==> src/rtl/fetch_stage_if.sv <==
// Instruction-memory request/response bus between fetch_stage and imem.
// master = fetch side, slave = memory side.
interface fetch_stage_if;
    logic        imem_req;
    logic [31:0] imem_addr;
    logic        imem_gnt;
    logic        imem_rvalid;
    logic [31:0] imem_rdata;

    modport master (
        output imem_req,
        output imem_addr,
        input  imem_gnt,
        input  imem_rvalid,
        input  imem_rdata
    );

    modport slave (
        input  imem_req,
        input  imem_addr,
        output imem_gnt,
        output imem_rvalid,
        output imem_rdata
    );
endinterface

==> src/rtl/fetch_stage.sv <==
// Instruction fetch: PC, imem req/gnt/rvalid, in-order prefetch queue, redirects.
// Optional perf counters enabled by defining FETCH_PERF_CNT_EN.
module fetch_stage #(
    parameter logic [31:0] RESET_PC        = 32'h0000_0000,
    parameter int          BUF_DEPTH       = 2,
    parameter int          MAX_OUTSTANDING = 2
) (
    input  logic        clk,
    input  logic        rst_n,
    input  logic        AnyStall,
    input  logic        Jump_ID,
    input  logic [25:0] JumpTgt_ID,
    input  logic        BranchTaken_EX,
    input  logic [31:0] BranchTgt_EX,
    fetch_stage_if.master imem,
    output logic [31:0] FetchData_IF,
    output logic [31:0] PC_IF,
`ifdef FETCH_PERF_CNT_EN
    output logic [31:0] PerfBubble_IF,
    output logic [31:0] PerfSquash_IF,
`endif
    output logic        Valid_IF
);

    localparam int AW = (BUF_DEPTH > 1) ? $clog2(BUF_DEPTH) : 1;
    localparam int CW = AW + 2;
    localparam logic [CW-1:0] DEPTH_C = CW'(BUF_DEPTH);
    localparam logic [CW-1:0] MAXO_C  = CW'(MAX_OUTSTANDING);
    localparam logic [CW-1:0] ONE_C   = CW'(1);

    logic [31:0]   r_pc;
    logic [31:0]   r_rsp_pc;
    logic [31:0]   r_q_addr  [BUF_DEPTH];
    logic [31:0]   r_q_instr [BUF_DEPTH];
    logic [AW-1:0] r_head;
    logic [AW-1:0] r_tail;
    logic [CW-1:0] r_count;
    logic [CW-1:0] r_out;
    logic [CW-1:0] r_discard;
    logic [31:0]   r_fdata;
    logic [31:0]   r_pc_if;
    logic          r_valid;

    logic          w_jump;
    logic          w_redirect;
    logic          w_upd;
    logic [3:0]    w_pc_hi;
    logic [31:0]   w_target;
    logic          w_req;
    logic          w_issue;
    logic          w_drop;
    logic          w_keep;
    logic          w_empty;
    logic          w_pop;
    logic          w_bypass;
    logic          w_push;
    logic [CW-1:0] w_out_nxt;

    // Upper nibble of PC_IF+4: carry into bit 28 only when bits 27:2 are all ones
    assign w_pc_hi    = r_pc_if[31:28] + {3'b000, &r_pc_if[27:2]};
    assign w_jump     = Jump_ID & ~AnyStall;
    assign w_redirect = BranchTaken_EX | w_jump;
    assign w_upd      = ~AnyStall | BranchTaken_EX;
    assign w_target   = BranchTaken_EX ? BranchTgt_EX
                                       : {w_pc_hi, JumpTgt_ID, 2'b00};

    assign w_req = rst_n & ~w_redirect & (r_out < MAXO_C)
                 & ((r_out + r_count) < DEPTH_C);
    assign w_issue = w_req & imem.imem_gnt;

    assign w_drop   = imem.imem_rvalid & (r_discard != '0) & ~w_redirect;
    assign w_keep   = imem.imem_rvalid & (r_discard == '0) & ~w_redirect;
    assign w_empty  = (r_count == '0);
    assign w_pop    = w_upd & ~w_redirect & ~w_empty;
    assign w_bypass = w_upd & ~w_redirect & w_empty & w_keep;
    assign w_push   = w_keep & ~w_bypass;

    assign w_out_nxt = r_out + (w_issue ? ONE_C : '0)
                             - (imem.imem_rvalid ? ONE_C : '0);

    assign imem.imem_req  = w_req;
    assign imem.imem_addr = r_pc;
    assign FetchData_IF   = r_fdata;
    assign PC_IF          = r_pc_if;
    assign Valid_IF       = r_valid;

    always_ff @(posedge clk or negedge rst_n) begin
        if (!rst_n) begin
            r_pc      <= RESET_PC;
            r_rsp_pc  <= RESET_PC;
            r_head    <= '0;
            r_tail    <= '0;
            r_count   <= '0;
            r_out     <= '0;
            r_discard <= '0;
            for (int i = 0; i < BUF_DEPTH; i++) begin
                r_q_addr[i]  <= '0;
                r_q_instr[i] <= '0;
            end
        end else begin
            r_out <= w_out_nxt;
            if (w_redirect) begin
                r_pc      <= w_target;
                r_rsp_pc  <= w_target;
                r_discard <= w_out_nxt;
                r_head    <= '0;
                r_tail    <= '0;
                r_count   <= '0;
            end else begin
                if (w_issue)
                    r_pc <= r_pc + 32'd4;
                if (w_drop)
                    r_discard <= r_discard - ONE_C;
                if (w_keep)
                    r_rsp_pc <= r_rsp_pc + 32'd4;
                if (w_push) begin
                    r_q_addr[r_tail]  <= r_rsp_pc;
                    r_q_instr[r_tail] <= imem.imem_rdata;
                    r_tail            <= r_tail + AW'(1);
                end
                if (w_pop)
                    r_head <= r_head + AW'(1);
                r_count <= r_count + (w_push ? ONE_C : '0)
                                   - (w_pop ? ONE_C : '0);
            end
        end
    end

    always_ff @(posedge clk or negedge rst_n) begin
        if (!rst_n) begin
            r_fdata <= '0;
            r_pc_if <= '0;
            r_valid <= 1'b0;
        end else if (w_upd) begin
            if (w_pop) begin
                r_fdata <= r_q_instr[r_head];
                r_pc_if <= r_q_addr[r_head];
                r_valid <= 1'b1;
            end else if (w_bypass) begin
                r_fdata <= imem.imem_rdata;
                r_pc_if <= r_rsp_pc;
                r_valid <= 1'b1;
            end else begin
                r_fdata <= '0;
                r_valid <= 1'b0;
            end
        end
    end

`ifdef FETCH_PERF_CNT_EN
    logic [31:0] r_perf_bub;
    logic [31:0] r_perf_sq;
    logic        w_bubble;
    logic [32:0] w_sq_inc;
    logic [32:0] w_sq_sum;

    assign w_bubble = w_upd & ~AnyStall & ~(w_pop | w_bypass);
    // Flushed queue entries plus any response lost in this cycle
    assign w_sq_inc = {32'd0, w_drop}
                    + {32'd0, w_redirect & imem.imem_rvalid}
                    + (w_redirect ? {{(33-CW){1'b0}}, r_count} : 33'd0);
    assign w_sq_sum = {1'b0, r_perf_sq} + w_sq_inc;

    always_ff @(posedge clk or negedge rst_n) begin
        if (!rst_n) begin
            r_perf_bub <= '0;
            r_perf_sq  <= '0;
        end else begin
            if (w_bubble && (r_perf_bub != 32'hFFFF_FFFF))
                r_perf_bub <= r_perf_bub + 32'd1;
            r_perf_sq <= w_sq_sum[32] ? 32'hFFFF_FFFF : w_sq_sum[31:0];
        end
    end

    assign PerfBubble_IF = r_perf_bub;
    assign PerfSquash_IF = r_perf_sq;
`endif

endmodule
==> src/flat_wrapper.sv <==
// flat-port wrapper written by rule: the top's interface ports become plain ports
module fetch_stage_flat 
#(
    parameter logic [31:0] RESET_PC        = 32'h0000_0000,
    parameter int          BUF_DEPTH       = 2,
    parameter int          MAX_OUTSTANDING = 2
)
  (clk, rst_n, AnyStall, Jump_ID, JumpTgt_ID, BranchTaken_EX, BranchTgt_EX, FetchData_IF, PC_IF, Valid_IF, imem_imem_req, imem_imem_addr, imem_imem_gnt, imem_imem_rvalid, imem_imem_rdata);
  fetch_stage_if imem_i ();
  input  logic clk;
  input  logic rst_n;
  input  logic AnyStall;
  input  logic Jump_ID;
  input  logic [25:0] JumpTgt_ID;
  input  logic BranchTaken_EX;
  input  logic [31:0] BranchTgt_EX;
  output logic [31:0] FetchData_IF;
  output logic [31:0] PC_IF;
  output logic Valid_IF;
  output wire logic [$bits(imem_i.imem_req)-1:0] imem_imem_req;
  output wire logic [$bits(imem_i.imem_addr)-1:0] imem_imem_addr;
  input wire logic [$bits(imem_i.imem_gnt)-1:0] imem_imem_gnt;
  input wire logic [$bits(imem_i.imem_rvalid)-1:0] imem_imem_rvalid;
  input wire logic [$bits(imem_i.imem_rdata)-1:0] imem_imem_rdata;
  assign imem_imem_req = imem_i.imem_req;
  assign imem_imem_addr = imem_i.imem_addr;
  assign imem_i.imem_gnt = imem_imem_gnt;
  assign imem_i.imem_rvalid = imem_imem_rvalid;
  assign imem_i.imem_rdata = imem_imem_rdata;
  fetch_stage #(.RESET_PC(RESET_PC), .BUF_DEPTH(BUF_DEPTH), .MAX_OUTSTANDING(MAX_OUTSTANDING)) u_core (.clk(clk), .rst_n(rst_n), .AnyStall(AnyStall), .Jump_ID(Jump_ID), .JumpTgt_ID(JumpTgt_ID), .BranchTaken_EX(BranchTaken_EX), .BranchTgt_EX(BranchTgt_EX), .imem(imem_i), .FetchData_IF(FetchData_IF), .PC_IF(PC_IF), .Valid_IF(Valid_IF));
endmodule
==> config.mk <==
export PLATFORM = sky130hd
export DESIGN_NAME = fetch_stage_flat
export DESIGN_NICKNAME = d
export VERILOG_FILES = /design/src/rtl/fetch_stage_if.sv /design/src/rtl/fetch_stage.sv /design/src/flat_wrapper.sv
export SDC_FILE = /design/constraint.sdc
export NUM_CORES = 1
export LEC_CHECK = 0
export CORE_MARGIN = 8
export CORE_UTILIZATION = 30
export DETAILED_ROUTE_END_ITERATION = 7
export PLACE_DENSITY = 0.56
export SLEW_MARGIN = 10
export SYNTH_ARGS = -nofsm -noshare
export SYNTH_HDL_FRONTEND = slang
export SYNTH_SLANG_ARGS = --single-unit
export TNS_END_PERCENT = 1
==> constraint.sdc <==
create_clock -name clk -period 2.6 [get_ports clk]
set_input_delay 0.65 -clock clk [delete_from_list [all_inputs] [get_ports clk]]
set_output_delay 0.65 -clock clk [all_outputs]
set_load 0.01 [all_outputs]
==> flow_summary.ini <==
[detailed_routing]
drcViolationCount = 0
ant_nets = 0
wirelength_um = 38500
via_per_inst = 5.08
drtPass1Iterations = 5
drt-wirelength-per-cell_um = 19.5
routed-via-count = 10000
drt_iter0_markers = 646

[place]
dpl.hpwl_um = 26900
placed_cells = 1915
place_ws_ns = -0.277
placed_area_um2 = 15900
port_buffers = 194
place.gp.congestion = 0.840

[power]
power.density_nw_per_um2 = 792
max-vdd-ir-drop_uv = 520
p_leak_nw = 7.27
finalPower_mw = 13.6

[clock_network]
htreeDepth = 1
cts-root-buf = clkbuf_16
clk_pin_slew_ns = 0.06
clk_path_buf_depth = 3
cts_made_buffers = 31
clk_latency_ns = 0.56
cts_tree = done
numClockSinks = 266

[sta]
relSlewSlack_pct = 34.0
finalHoldViolations = 0
setup_tns_ns = -0.147
fin_crit_ns = 2.66
holdWs_ns = 0.496
tightest_slew_ns = 0.990
rsz0062_at_grt = true
clock_skew_ns = 0.0151
period_share_pct = 102
setup_violations = 4
fmax_mhz = 376
fin_ws_ns = -0.0602
drv_slew = 0

[synth]
synth_edf_count = 0
yosysWarningCount = 0
synthAdderAreaFrac_pct = 1.56
synth_top_family_by_area = multiplexers
synthesis.nets = 1279
synth_seq_cells = 266
synth_mux_area_share_pct = 16.6
avgSynthCellArea_um2 = 10.9
yosys.area_share.simple_pct = 11.1
syn_area_um2 = 12700
ys_seq_area_share_pct = 52.5
synth-compound-area-share_pct = 12.0
syn_inst = 1168
yosys_most_used_dff = dfrtp_1
synthXorXnorAreaFrac_pct = 3.42
synth.distinct_cells = 52
synthArstFlopShare_pct = 100

[grt]
track_usage_pct = 15.2
grt_max_degree = 169
grt_pass1_vias = 10300
use_met2_pct = 24.5
met3_usage_pct = 4.34
grt_overflow = 0
top_usage_layer = met2
grt_use_met1_pct = 20.0
grt_pass1_wl_um = 60600
antenna_found_initial = 2

[worst_setup_path]
cp-end-kind = flop
slowest_stage = or4_1
cp-start-kind = flop
worstPathRequired_ns = 3.09
worst-setup-path-type = reg -> reg
cp.arrival_ns = 3.15
slowest_delay_ns = 0.54
crit_fanout = 5
worst-path-buf-inv = 4
path_cells = inv_2 > fa_2 > xnor3_1 > or4_1 > buf_6 > clkinv_8 > ha_4 > inv_2 > fa_2 > xor2_1 > nor2_1 > a21oi_1
crit_family = adder cells

[die]
die_w_um = 222
rows = 75
die_h_um = 222
initial_utilization_pct = 30.3
core_um2 = 41900
die-area_um2 = 49100
ios = 195

[cells_and_area]
final_nets = 1523
post-route-util_pct = 41.0
layout-drive-gt1-share_pct = 22.5
fin_cells = 1971
finish.instance_area_um2 = 17100
area_growth_pct = 35.1
diodes = 0
multi_input_area_um2 = 5830
regArea_um2 = 6660
fillCellCount = 4051

[status]
status = finished, violations left
violations = negative setup slack

[min_path]
hold_path_class = in -> async

[run]
drv_cap = 0
[power by group]
group	switching (mW)	leakage [nW]	total (mW)	internal, mW
Combinational	1.52	3.31	3.41	1.89
Clock	1.74	0.526	4.53	2.79
Sequential	0.620	3.43	5.64	5.02
Total	3.88	7.27	13.6	9.70
[logic make-up after synthesis]
| family | after synthesis |
|---|---|
| AO/OA/AOI/OAI | 263 |
| XOR/XNOR | 48 |
| adder cells (fa/ha/maj) | 14 |
| buffers and inverters | 95 |
| flip-flops | 266 |
| multiplexers | 192 |
| AND/OR/NAND/NOR | 290 |
[final cells by class]
cell class	instances	share of cell area, %
clock buffers	46	5.56
clock inverters	7	0.679
inverters	22	0.555
multi-input cells	807	34.0
flip-flops and latches	266	38.9
well taps	539	3.93
repair buffers	284	16.4
[layout by cell type (no fill, tap or decap), types with 4 or more instances in the layout]
| cell type | count |
|---|---|
| dfrtp_1 | 265 |
| clkdlybuf4s50_1 | 192 |
| a21oi_1 | 146 |
| mux2_2 | 144 |
| nor2_1 | 118 |
| buf_4 | 73 |
| mux2i_1 | 48 |
| nand2_1 | 45 |
| o22ai_1 | 43 |
| clkbuf_16 | 31 |
| nand3_1 | 28 |
| nand4_1 | 26 |
| xnor2_1 | 24 |
| o21ai_0 | 24 |
| xor2_1 | 23 |
| inv_1 | 18 |
| buf_12 | 15 |
| and3_1 | 12 |
| clkbuf_8 | 12 |
| nor3_1 | 10 |
| ha_1 | 10 |
| a22o_1 | 9 |
| and4_1 | 9 |
| a211oi_1 | 8 |
| nor4_2 | 6 |
| nor4_4 | 5 |
| a31oi_1 | 5 |
| nor3_2 | 4 |
| nor4_1 | 4 |
[worst paths after layout]
| kind | endpoint | slack [ns] | startpoint | depth (start not counted) |
|---|---|---|---|---|
| min reg2reg | u_core.PC_IF[0] | 0.50 | u_core.PC_IF[0] | 2 |
| min in group clk | u_core.PC_IF[0] | 0.50 | u_core.PC_IF[0] | 2 |
| max reg2reg | u_core.r_discard[2] | -0.06 | u_core.r_count[1] | 12 |
| max | u_core.r_discard[2] | -0.06 | u_core.r_count[1] | 12 |
| max in group asynchronous | u_core.imem.imem_addr[18] | 0.42 | rst_n | 4 |
| min | u_core.r_out[2] | 0.50 | rst_n | 2 |
[cells in the mapped netlist (4+ instances only)]
master    number  area, um^2
mux2i_1       48         480
and3_1        12        75.1
ha_1          11         138
buf_1          4        15.0
a311oi_1       4        35.0
or4_1          4        30.0
a21oi_1      146         731
nor4_1        10        62.6
nand2_1       48         180
nor2_1       120         450
clkbuf_1      64         240
a211oi_1       9        67.6
a22oi_1        4        30.0
a22o_1         9        78.8
nand4_1       26         163
a31oi_1        5        31.3
nor3_1        15        75.1
o21ai_0       24         120
nor4_2         5        62.6
nand3_1       28         140
inv_1         21        78.8
xnor2_1       24         210
and4_1         9        78.8
o22ai_1       43         269
dfrtp_1      266        6660
mux2_2       144        1620
xor2_1        23         201
[what timing repair did]
action | 4_1_cts | 5_1_grt
hold endpoints to repair | 5 | 0
endpoints found under the setup margin | 12 | 20
hold buffers | 1 | 0
pin swaps | 4 | 3
gates resized for setup | 12 | 11
setup buffers | 1 | 1
[routing by layer]
metal / routed length [um] / vias to the layer above
met2: 17800 / 228
li1: - / 4709
met1: 17200 / 5017
met3: 2650 / 59
met4: 817 / 2
met5: 13 / -
[state kept, by name (all words and copies together) (netlist names)]
name,flops
u_core.r_discard,3
u_core.r_q_instr,64
u_core.r_tail,1
u_core.imem.imem_addr,31
u_core.r_count,3
u_core.PC_IF,32
u_core.Valid_IF,1
u_core.r_head,1
u_core.r_rsp_pc,31
u_core.r_q_addr,64
u_core.r_out,3
u_core.FetchData_IF,32
Note: power is estimated with default switching activity, not from simulation.
